`src/rtl/dsa_ctrl_regs.sv`:
```
// rtl/dsa_ctrl_regs.sv - control/status register bank in front of the DSA core
//
// Ports:
//   clk, rst_n          clock, asynchronous active-low reset
//   i_addr              word address of the access
//   i_write, i_wdata    write strobe and data
//   i_read              read strobe
//   o_rdata             registered read data, held until the next read
//   o_rdata_valid       one-cycle qualifier for o_rdata
//   o_start             one-cycle run start pulse
//   o_step_trig         one-cycle step trigger pulse
//   o_mode_select       0 = SEQ, 1 = SIMD
//   o_step_mode         step mode enable
//   o_inv_scale         inverse scale, Q8.8
//   o_img_width         image width
//   o_img_height        image height
//   i_busy, i_done      DSA status levels
module dsa_ctrl_regs #(
    parameter logic [31:0] ID_VALUE      = 32'h05A0_0001,
    parameter logic [8:0]  DEF_WIDTH     = 9'd64,
    parameter logic [8:0]  DEF_HEIGHT    = 9'd64,
    parameter logic [15:0] DEF_INV_SCALE = 16'h0100
) (
    input  logic        clk,
    input  logic        rst_n,
    input  logic [3:0]  i_addr,
    input  logic        i_write,
    input  logic        i_read,
    input  logic [31:0] i_wdata,
    output logic [31:0] o_rdata,
    output logic        o_rdata_valid,
    output logic        o_start,
    output logic        o_mode_select,
    output logic        o_step_mode,
    output logic        o_step_trig,
    output logic [15:0] o_inv_scale,
    output logic [8:0]  o_img_width,
    output logic [8:0]  o_img_height,
    input  logic        i_busy,
    input  logic        i_done
);

    localparam logic [3:0] A_CTRL   = 4'd0;
    localparam logic [3:0] A_CMD    = 4'd1;
    localparam logic [3:0] A_STATUS = 4'd2;
    localparam logic [3:0] A_WIDTH  = 4'd3;
    localparam logic [3:0] A_HEIGHT = 4'd4;
    localparam logic [3:0] A_SCALE  = 4'd5;
    localparam logic [3:0] A_CYCLES = 4'd6;
    localparam logic [3:0] A_RUNS   = 4'd7;
    localparam logic [3:0] A_ID     = 4'd8;

    typedef enum logic [1:0] {
        ST_IDLE   = 2'd0,
        ST_LAUNCH = 2'd1,
        ST_RUN    = 2'd2
    } state_t;

    state_t      state;
    state_t      state_next;
    logic        pending;

    logic        done_q;
    logic        done_sticky;
    logic        err_sticky;
    logic [31:0] cycles;
    logic [15:0] runs;
    logic [31:0] rd_mux;

    // Only the low 16 write-data bits land anywhere.
    logic        unused_wdata;
    assign unused_wdata = &{1'b0, i_wdata[31:16]};

    logic locked;
    logic done_rise;
    logic cfg_wr;
    logic cmd_wr;
    logic cmd_start;
    logic cmd_step;
    logic cmd_clr;
    logic start_ok;
    logic err_set;
    logic step_ok;

    assign locked    = i_busy | pending;
    assign done_rise = i_done & ~done_q;

    assign cfg_wr    = i_write && (i_addr == A_CTRL || i_addr == A_WIDTH ||
                                   i_addr == A_HEIGHT || i_addr == A_SCALE);
    assign cmd_wr    = i_write && (i_addr == A_CMD);
    assign cmd_start = cmd_wr & i_wdata[0];
    // STEP is dropped whenever START shares the same write.
    assign cmd_step  = cmd_wr & i_wdata[1] & ~i_wdata[0];
    assign cmd_clr   = cmd_wr & i_wdata[2];

    assign start_ok  = cmd_start & ~locked & (o_img_width != 9'd0) & (o_img_height != 9'd0);
    assign err_set   = (cfg_wr & locked) | (cmd_start & ~start_ok);
    assign step_ok   = cmd_step & o_step_mode & locked;

    // Launch tracking: state register
    always_ff @(posedge clk or negedge rst_n) begin
        if (!rst_n) begin
            state <= ST_IDLE;
        end else begin
            state <= state_next;
        end
    end

    // Launch tracking: next state
    always_comb begin
        state_next = state;
        case (state)
            ST_IDLE: begin
                if (start_ok) state_next = ST_LAUNCH;
            end
            ST_LAUNCH: begin
                // A core that finishes without ever showing busy still ends the launch.
                if (i_busy)         state_next = ST_RUN;
                else if (done_rise) state_next = ST_IDLE;
            end
            ST_RUN: begin
                if (!i_busy) state_next = ST_IDLE;
            end
            default: state_next = ST_IDLE;
        endcase
    end

    // Launch tracking: outputs
    always_comb begin
        pending = 1'b0;
        if (state == ST_LAUNCH) pending = 1'b1;
    end

    // Configuration registers
    always_ff @(posedge clk or negedge rst_n) begin
        if (!rst_n) begin
            o_mode_select <= 1'b0;
            o_step_mode   <= 1'b0;
            o_img_width   <= DEF_WIDTH;
            o_img_height  <= DEF_HEIGHT;
            o_inv_scale   <= DEF_INV_SCALE;
        end else if (i_write && !locked) begin
            case (i_addr)
                A_CTRL: begin
                    o_mode_select <= i_wdata[0];
                    o_step_mode   <= i_wdata[1];
                end
                A_WIDTH:  o_img_width  <= i_wdata[8:0];
                A_HEIGHT: o_img_height <= i_wdata[8:0];
                A_SCALE:  o_inv_scale  <= i_wdata[15:0];
                default: ;
            endcase
        end
    end

    // Command pulses
    always_ff @(posedge clk or negedge rst_n) begin
        if (!rst_n) begin
            o_start     <= 1'b0;
            o_step_trig <= 1'b0;
        end else begin
            o_start     <= start_ok;
            o_step_trig <= step_ok;
        end
    end

    // Status flags and performance counters
    always_ff @(posedge clk or negedge rst_n) begin
        if (!rst_n) begin
            done_q      <= 1'b0;
            done_sticky <= 1'b0;
            err_sticky  <= 1'b0;
            cycles      <= 32'd0;
            runs        <= 16'd0;
        end else begin
            done_q <= i_done;

            // Set terms come last so they win over a same-cycle clear.
            if (cmd_clr) begin
                done_sticky <= 1'b0;
                err_sticky  <= 1'b0;
            end
            if (done_rise) done_sticky <= 1'b1;
            if (err_set)   err_sticky  <= 1'b1;

            if (start_ok) begin
                cycles <= 32'd0;
            end else if (i_busy && cycles != 32'hFFFF_FFFF) begin
                cycles <= cycles + 32'd1;
            end

            if (done_rise && runs != 16'hFFFF) begin
                runs <= runs + 16'd1;
            end
        end
    end

    // Read mux sees pre-write register values, so read-during-write returns old data.
    always_comb begin
        rd_mux = 32'd0;
        case (i_addr)
            A_CTRL:   rd_mux = {30'd0, o_step_mode, o_mode_select};
            A_STATUS: rd_mux = {28'd0, pending, err_sticky, done_sticky, i_busy};
            A_WIDTH:  rd_mux = {23'd0, o_img_width};
            A_HEIGHT: rd_mux = {23'd0, o_img_height};
            A_SCALE:  rd_mux = {16'd0, o_inv_scale};
            A_CYCLES: rd_mux = cycles;
            A_RUNS:   rd_mux = {16'd0, runs};
            A_ID:     rd_mux = ID_VALUE;
            default:  rd_mux = 32'd0;
        endcase
    end

    always_ff @(posedge clk or negedge rst_n) begin
        if (!rst_n) begin
            o_rdata       <= 32'd0;
            o_rdata_valid <= 1'b0;
        end else begin
            o_rdata_valid <= i_read;
            if (i_read) o_rdata <= rd_mux;
        end
    end

endmodule
```
`config.mk`:
```
export PLATFORM = sky130hd
export DESIGN_NAME = dsa_ctrl_regs
export DESIGN_NICKNAME = d
export VERILOG_FILES = /design/src/rtl/dsa_ctrl_regs.sv
export SDC_FILE = /design/constraint.sdc
export NUM_CORES = 1
export LEC_CHECK = 0
export ABC_AREA = 1
export CAP_MARGIN = 20
export CORE_ASPECT_RATIO = 1.75
export CORE_MARGIN = 1.5
export CORE_UTILIZATION = 60
export DETAILED_ROUTE_END_ITERATION = 10
export DONT_BUFFER_PORTS = 1
export GPL_TIMING_DRIVEN = 1
export PLACE_DENSITY = 0.76
export SLEW_MARGIN = 20
export SYNTH_ARGS = -nofsm -noshare
export SYNTH_HDL_FRONTEND = slang
export SYNTH_SLANG_ARGS = --single-unit
```
`constraint.sdc`:
```
create_clock -name clk -period 5 [get_ports clk]
set_input_delay 0.25 -clock clk [delete_from_list [all_inputs] [get_ports clk]]
set_output_delay 0.25 -clock clk [all_outputs]
set_load 0.02 [all_outputs]
```
Word-level counts from Yosys, hierarchy flattened --
Index checks and enable logic that the tools add are counted.
Cells by class: add/subtract/negate cells 2, multipliers 0, div/mod/pow operators 0, magnitude comparators 0, eq/ne operators 15, shifts and indexed selects 0, mux-type cells 12, bitwise logic cells 18, reduce and logical (&&, ||, !) cells 21
Operators with widths (count):
- 32-bit one-hot mux with 8 select lines | 1
- 32-bit two-way mux | 2
- 32-bit by 1-bit adder with 32-bit output (second input constant) | 1
- 32-bit != test (second input constant) | 1
- 9-bit nonzero test | 2
- 16-bit by 1-bit adder with 16-bit output (second input constant) | 1
- 4-bit by 3-bit equality test with 1-bit output (second input constant) | 4
- 16-bit != test (second input constant) | 1
- 1-bit bitwise AND | 12
- 4-bit by 2-bit equality test with 1-bit output (second input constant) | 2
- 2-bit two-way mux | 4
- 2-bit AND reduction | 4
- 2-bit one-hot mux with 3 select lines | 1
- 2-bit nonzero test | 3
- 1-bit logical AND | 5
- 4-bit by 1-bit equality test with 1-bit output (second input constant) | 1
- 4-bit equality test (second input constant) | 1
- 4-bit logical NOT | 1
- 1-bit two-way mux | 4
- 2-bit != test (second input constant) | 2
- 1-bit inverter | 4
- 1-bit logical OR | 3
- 3-bit != test (second input constant) | 1
- 3-bit AND reduction | 1
- 5 further kinds | 6
Storage, ports and cells: flip-flop bits (word level) 124, bits in latches 0, RAM bits 0, bits in read-only memories 0, output and inout port bits 71, logic and storage cells 83, memories 0

Depth between registers and ports, before layout --
depth after elaboration 11, gate-level depth with buffers 12, gate-level depth less buffers 11

Worst setup path before layout --
OpenSTA, ideal clock, no wires.
path kind reg-to-reg, start register cycles[0], end register cycles[21], library setup time 0.066 ns, arrival 1.602 ns, data required time 4.934 ns, slack 3.332 ns, cell stages (with the launch flop) 10, period minus slack after synthesis 1.668 ns, cell sequence dfrtp_1 ha_1 inv_2 nor2_4 nand2_4 nor2_8 a21oi_2 clkbuf_1 nand4_1 nand2_1
Between the ends: cells in the longest elaborated chain, start to end 3, elaborated cells on any way between the ends 6, classes of those cells 1 x add/sub; 1 x eq/ne; 2 x mux; 2 x reduce/logical
RTL lines:
- start, declared | RTL line 66 | logic [31:0] cycles;
- start signal, assigned | RTL line 189 | cycles <= cycles + 32'd1;
- 32-bit by 1-bit adder with 32-bit output or 32-bit != test (tied branches) | RTL line 189, 188
- 32-bit two-way mux or 1-bit logical AND (tied branches) | RTL line 188 | end else if (i_busy && cycles != 32'hFFFF_FFFF) begin
- 32-bit two-way mux or 2-bit nonzero test (tied branches)
Parallel ways exist; a longest one is shown, timed or not. The select of a mux whose other input is x is not followed. A chain may end at the register's enable or synchronous reset.

Worst setup path in the final report --
start register cycles[0], end register cycles[9]
Same word-level chain as after synthesis.

==> flow_summary.yaml <==
status:
  outcome: "completed"
setup_path:
  crit_type: "reg2reg"
  startpoint: "cycles[0]"
  crit_buf_inv: 2
  cp_slowest_cell: "a21oi_2"
  path_depth: 9
  r2r_start: "cycles[0]"
  slowest_delay_ns: 0.62
  r2r-end: "cycles[9]"
  critical_path.cell_chain: "ha_1, inv_2, nor2_4, nand2_4, nor2_8, a21oi_2, buf_6, nand4_1, nand2_1"
  endpoint: "cycles[9]"
  end_kind: "flop"
  cp.required_ns: 5.36
  critPathLaunchType: "flop"
  crit_family: "compound AO/OA/AOI/OAI gates"
  cp_max_fo: 16
  r2r_slack_ns: 2.84
  arrival_ns: 2.52
  r2r.worst_path.cells: 9
clock_tree:
  root_buffer: "clkbuf_16"
  clock-sinks: 124
  clockBufferDepth: 2
  cts_buffers: 17
  cts_max_level: 4
  post_cts_buffers: 0
  cts_tree: "done"
  clkTransAtPathRegs_ns: 0.06
  insertion_delay_ns: 0.42
logic_synthesis:
  netlist_top_cells_area: "dfrtp_1 46%, nand2_1 17%, nor2_1 5.3%"
  yosysTopAreaCell: "dfrtp_1"
  yosysMostFrequentCell: "nand2_1"
  synth_async_sr_flop_share: 1.00
  synth_common_cells: "305 x nand2_1, 121 x dfrtp_1, 93 x nor2_1"
  syn_avg_cell_area_um2: 7.50
  synth_nets: 927
  yosysSeqAreaShare: 0.469
  netlist_instances: 883
  yosys.area.top_type_share: 0.457
  ys_types: 38
  syn_area_mm2: 0.00662
  ys.flop_type: "dfrtp_1"
  synth_enable_flop_cells: 0
  synth_warnings: 0
  ys_seq_elements: 124
global_routing:
  grt.total_usage: 0.350
  antenna_found_initial: 0
  grt_pass1_vias: 6231
  overflow: 0
  grt_pass1_wl_um: 30000
  grt_max_degree: 125
sta:
  slew_headroom: 0.345
  rsz0062_at_grt: "no"
  skew_ns: 0.00714
  finalSetupTns_ns: 0
  post-route-period-util: 0.432
  min_period_ns: 2.16
  worst_pin_slew_ns: 0.982
  setup_violations: 0
  fmaxAchievable_ghz: 0.463
  holdWs_ns: 0.0175
  hold_viol_final: 0
  slew_viol_final: 0
placed_design:
  routabilityCongestion: 1.07
  hpwlAfterDp_um: 13900
  io_buffers: 0
flow_run:
  drv_cap: 0
detailed_routing:
  wl_per_cell_um: 18.6
  wl_met3_um: 903
  vias: 6127
  avgViaCountPerCell: 5.86
  top_layer_used: "met4"
  drc: 0
  drt_iter0_drc: 497
  wirelength_um: 19500
  drt-met1-wl_um: 6700
  first_pass_iters: 5
  dr_wl_met2_um: 10500
  ant_nets: 0
power_and_ir_drop:
  total_power_mw: 3.02
  powerDensity_mw_per_mm2: 400
  ir_drop_mv: 0.375
  p_leak_nw: 3.55
cells_and_area:
  fillCellCount: 869
  nets: 947
  diodes: 0
  drive_gt1_frac: 0.0950
  area_growth_pct: 13.8
floorplan:
  die_h_um: 142
  fp.dieW_um: 82.4
  ios: 113
  rows: 50
  die-area_mm2: 0.0117
  start_util: 0.619
  core_area_mm2: 0.0107
hold_path:
  min_path_type: "in2reg"
stage by stage:
stage	util	worst slack, ns	cell area (um^2)	cells
floorplan	-	3.33	6620	883
global placement	0.625	2.75	6680	992
detailed placement	0.626	2.88	6700	993
CTS	0.704	2.86	7530	1046
global route	0.704	2.71	7530	1046
finish	0.704	2.84	7530	1046
final cells by class:
cell class | instances | area [um^2] | area share
sequential | 124 | 3110 | 0.412
multi-input combinational | 646 | 3060 | 0.406
clock buffer | 18 | 429 | 0.0570
inverter | 91 | 349 | 0.0463
timing repair buffer | 23 | 246 | 0.0327
clock inverter | 14 | 183 | 0.0242
tap | 130 | 163 | 0.0216
worst reg2reg max path: cells and delay by family (launching register included):
family	cells	cell delay, ns
AOI/OAI and AO/OA	1	0.62
adders and majority gates	1	0.27
and+or+nand+nor	5	0.44
DFF	1	0.43
buffers and inverters	2	0.34
layout by cell type (no fill, tap or decap), drive strengths merged, types with 2 or more instances in the layout:
master	synthesis	final
xor2	11	11
clkinv	1	3
buf	7	3
nor2	105	105
nand2	325	325
o21ai	71	71
dfstp	3	3
clkinvlp	0	3
o211ai	2	2
nand4	28	28
inv	90	96
nor3	5	5
mux2	8	8
dlygate4sd3	0	20
o22ai	15	15
nand3	41	41
o31ai	12	12
xnor2	3	3
a21oi	11	11
clkbuf	15	18
or2	4	4
ha	2	2
dfrtp	121	121
bufinv	0	3
state kept, by name (all words and copies together), names as in the netlist:
register       count
o_inv_scale       16
o_mode_select      1
done_sticky        1
err_sticky         1
o_img_width        9
done_q             1
o_step_mode        1
o_img_height       9
o_step_trig        1
cycles            32
o_start            1
runs              16
state              2
o_rdata_valid      1
o_rdata           32
report_power, final:
part | leakage [nW] | switching [mW] | total (mW) | internal (mW)
Combinational | 1.66 | 0.234 | 0.355 | 0.121
Clock | 0.289 | 0.489 | 1.28 | 0.794
Sequential | 1.59 | 0.240 | 1.38 | 1.14
timing repair:
item | 4_1_cts | 5_1_grt
gates resized for setup | 0 | 0
hold buffers | 21 | 0
hold endpoints to repair | 176 | 0
routing by layer:
metal / vias to the layer above / track usage
met1: 2907 / 0.356
met4: 0 / 0.236
met5: - / 0
met3: 86 / 0.0647
li1: 2885 / -
met2: 249 / 0.622
cell families after synthesis:
| family | share of synthesized area |
|---|---|
| XOR/XNOR | 0.0185 |
| multiplexers | 0.0136 |
| buffers and inverters | 0.0693 |
| AND/OR/NAND/NOR | 0.331 |
| AO/OA/AOI/OAI | 0.0950 |
| flip-flops | 0.469 |
| adder cells (fa/ha/maj) | 0.00378 |
worst min path at each step:
stage / from / depth (start not counted) / endpoint / slack [ns]
after floorplan: rst_n / 0 / cycles[0] / -0.05
after global placement: rst_n / 0 / o_inv_scale[12] / -0.04
after detailed placement: rst_n / 0 / o_inv_scale[12] / -0.04
after CTS: i_read / 2 / o_rdata[7] / 0.007
after global routing: i_wdata[0] / 3 / o_step_trig / 0.01
final: i_done / 2 / done_sticky / 0.02
(Power assumes the default switching activity.)
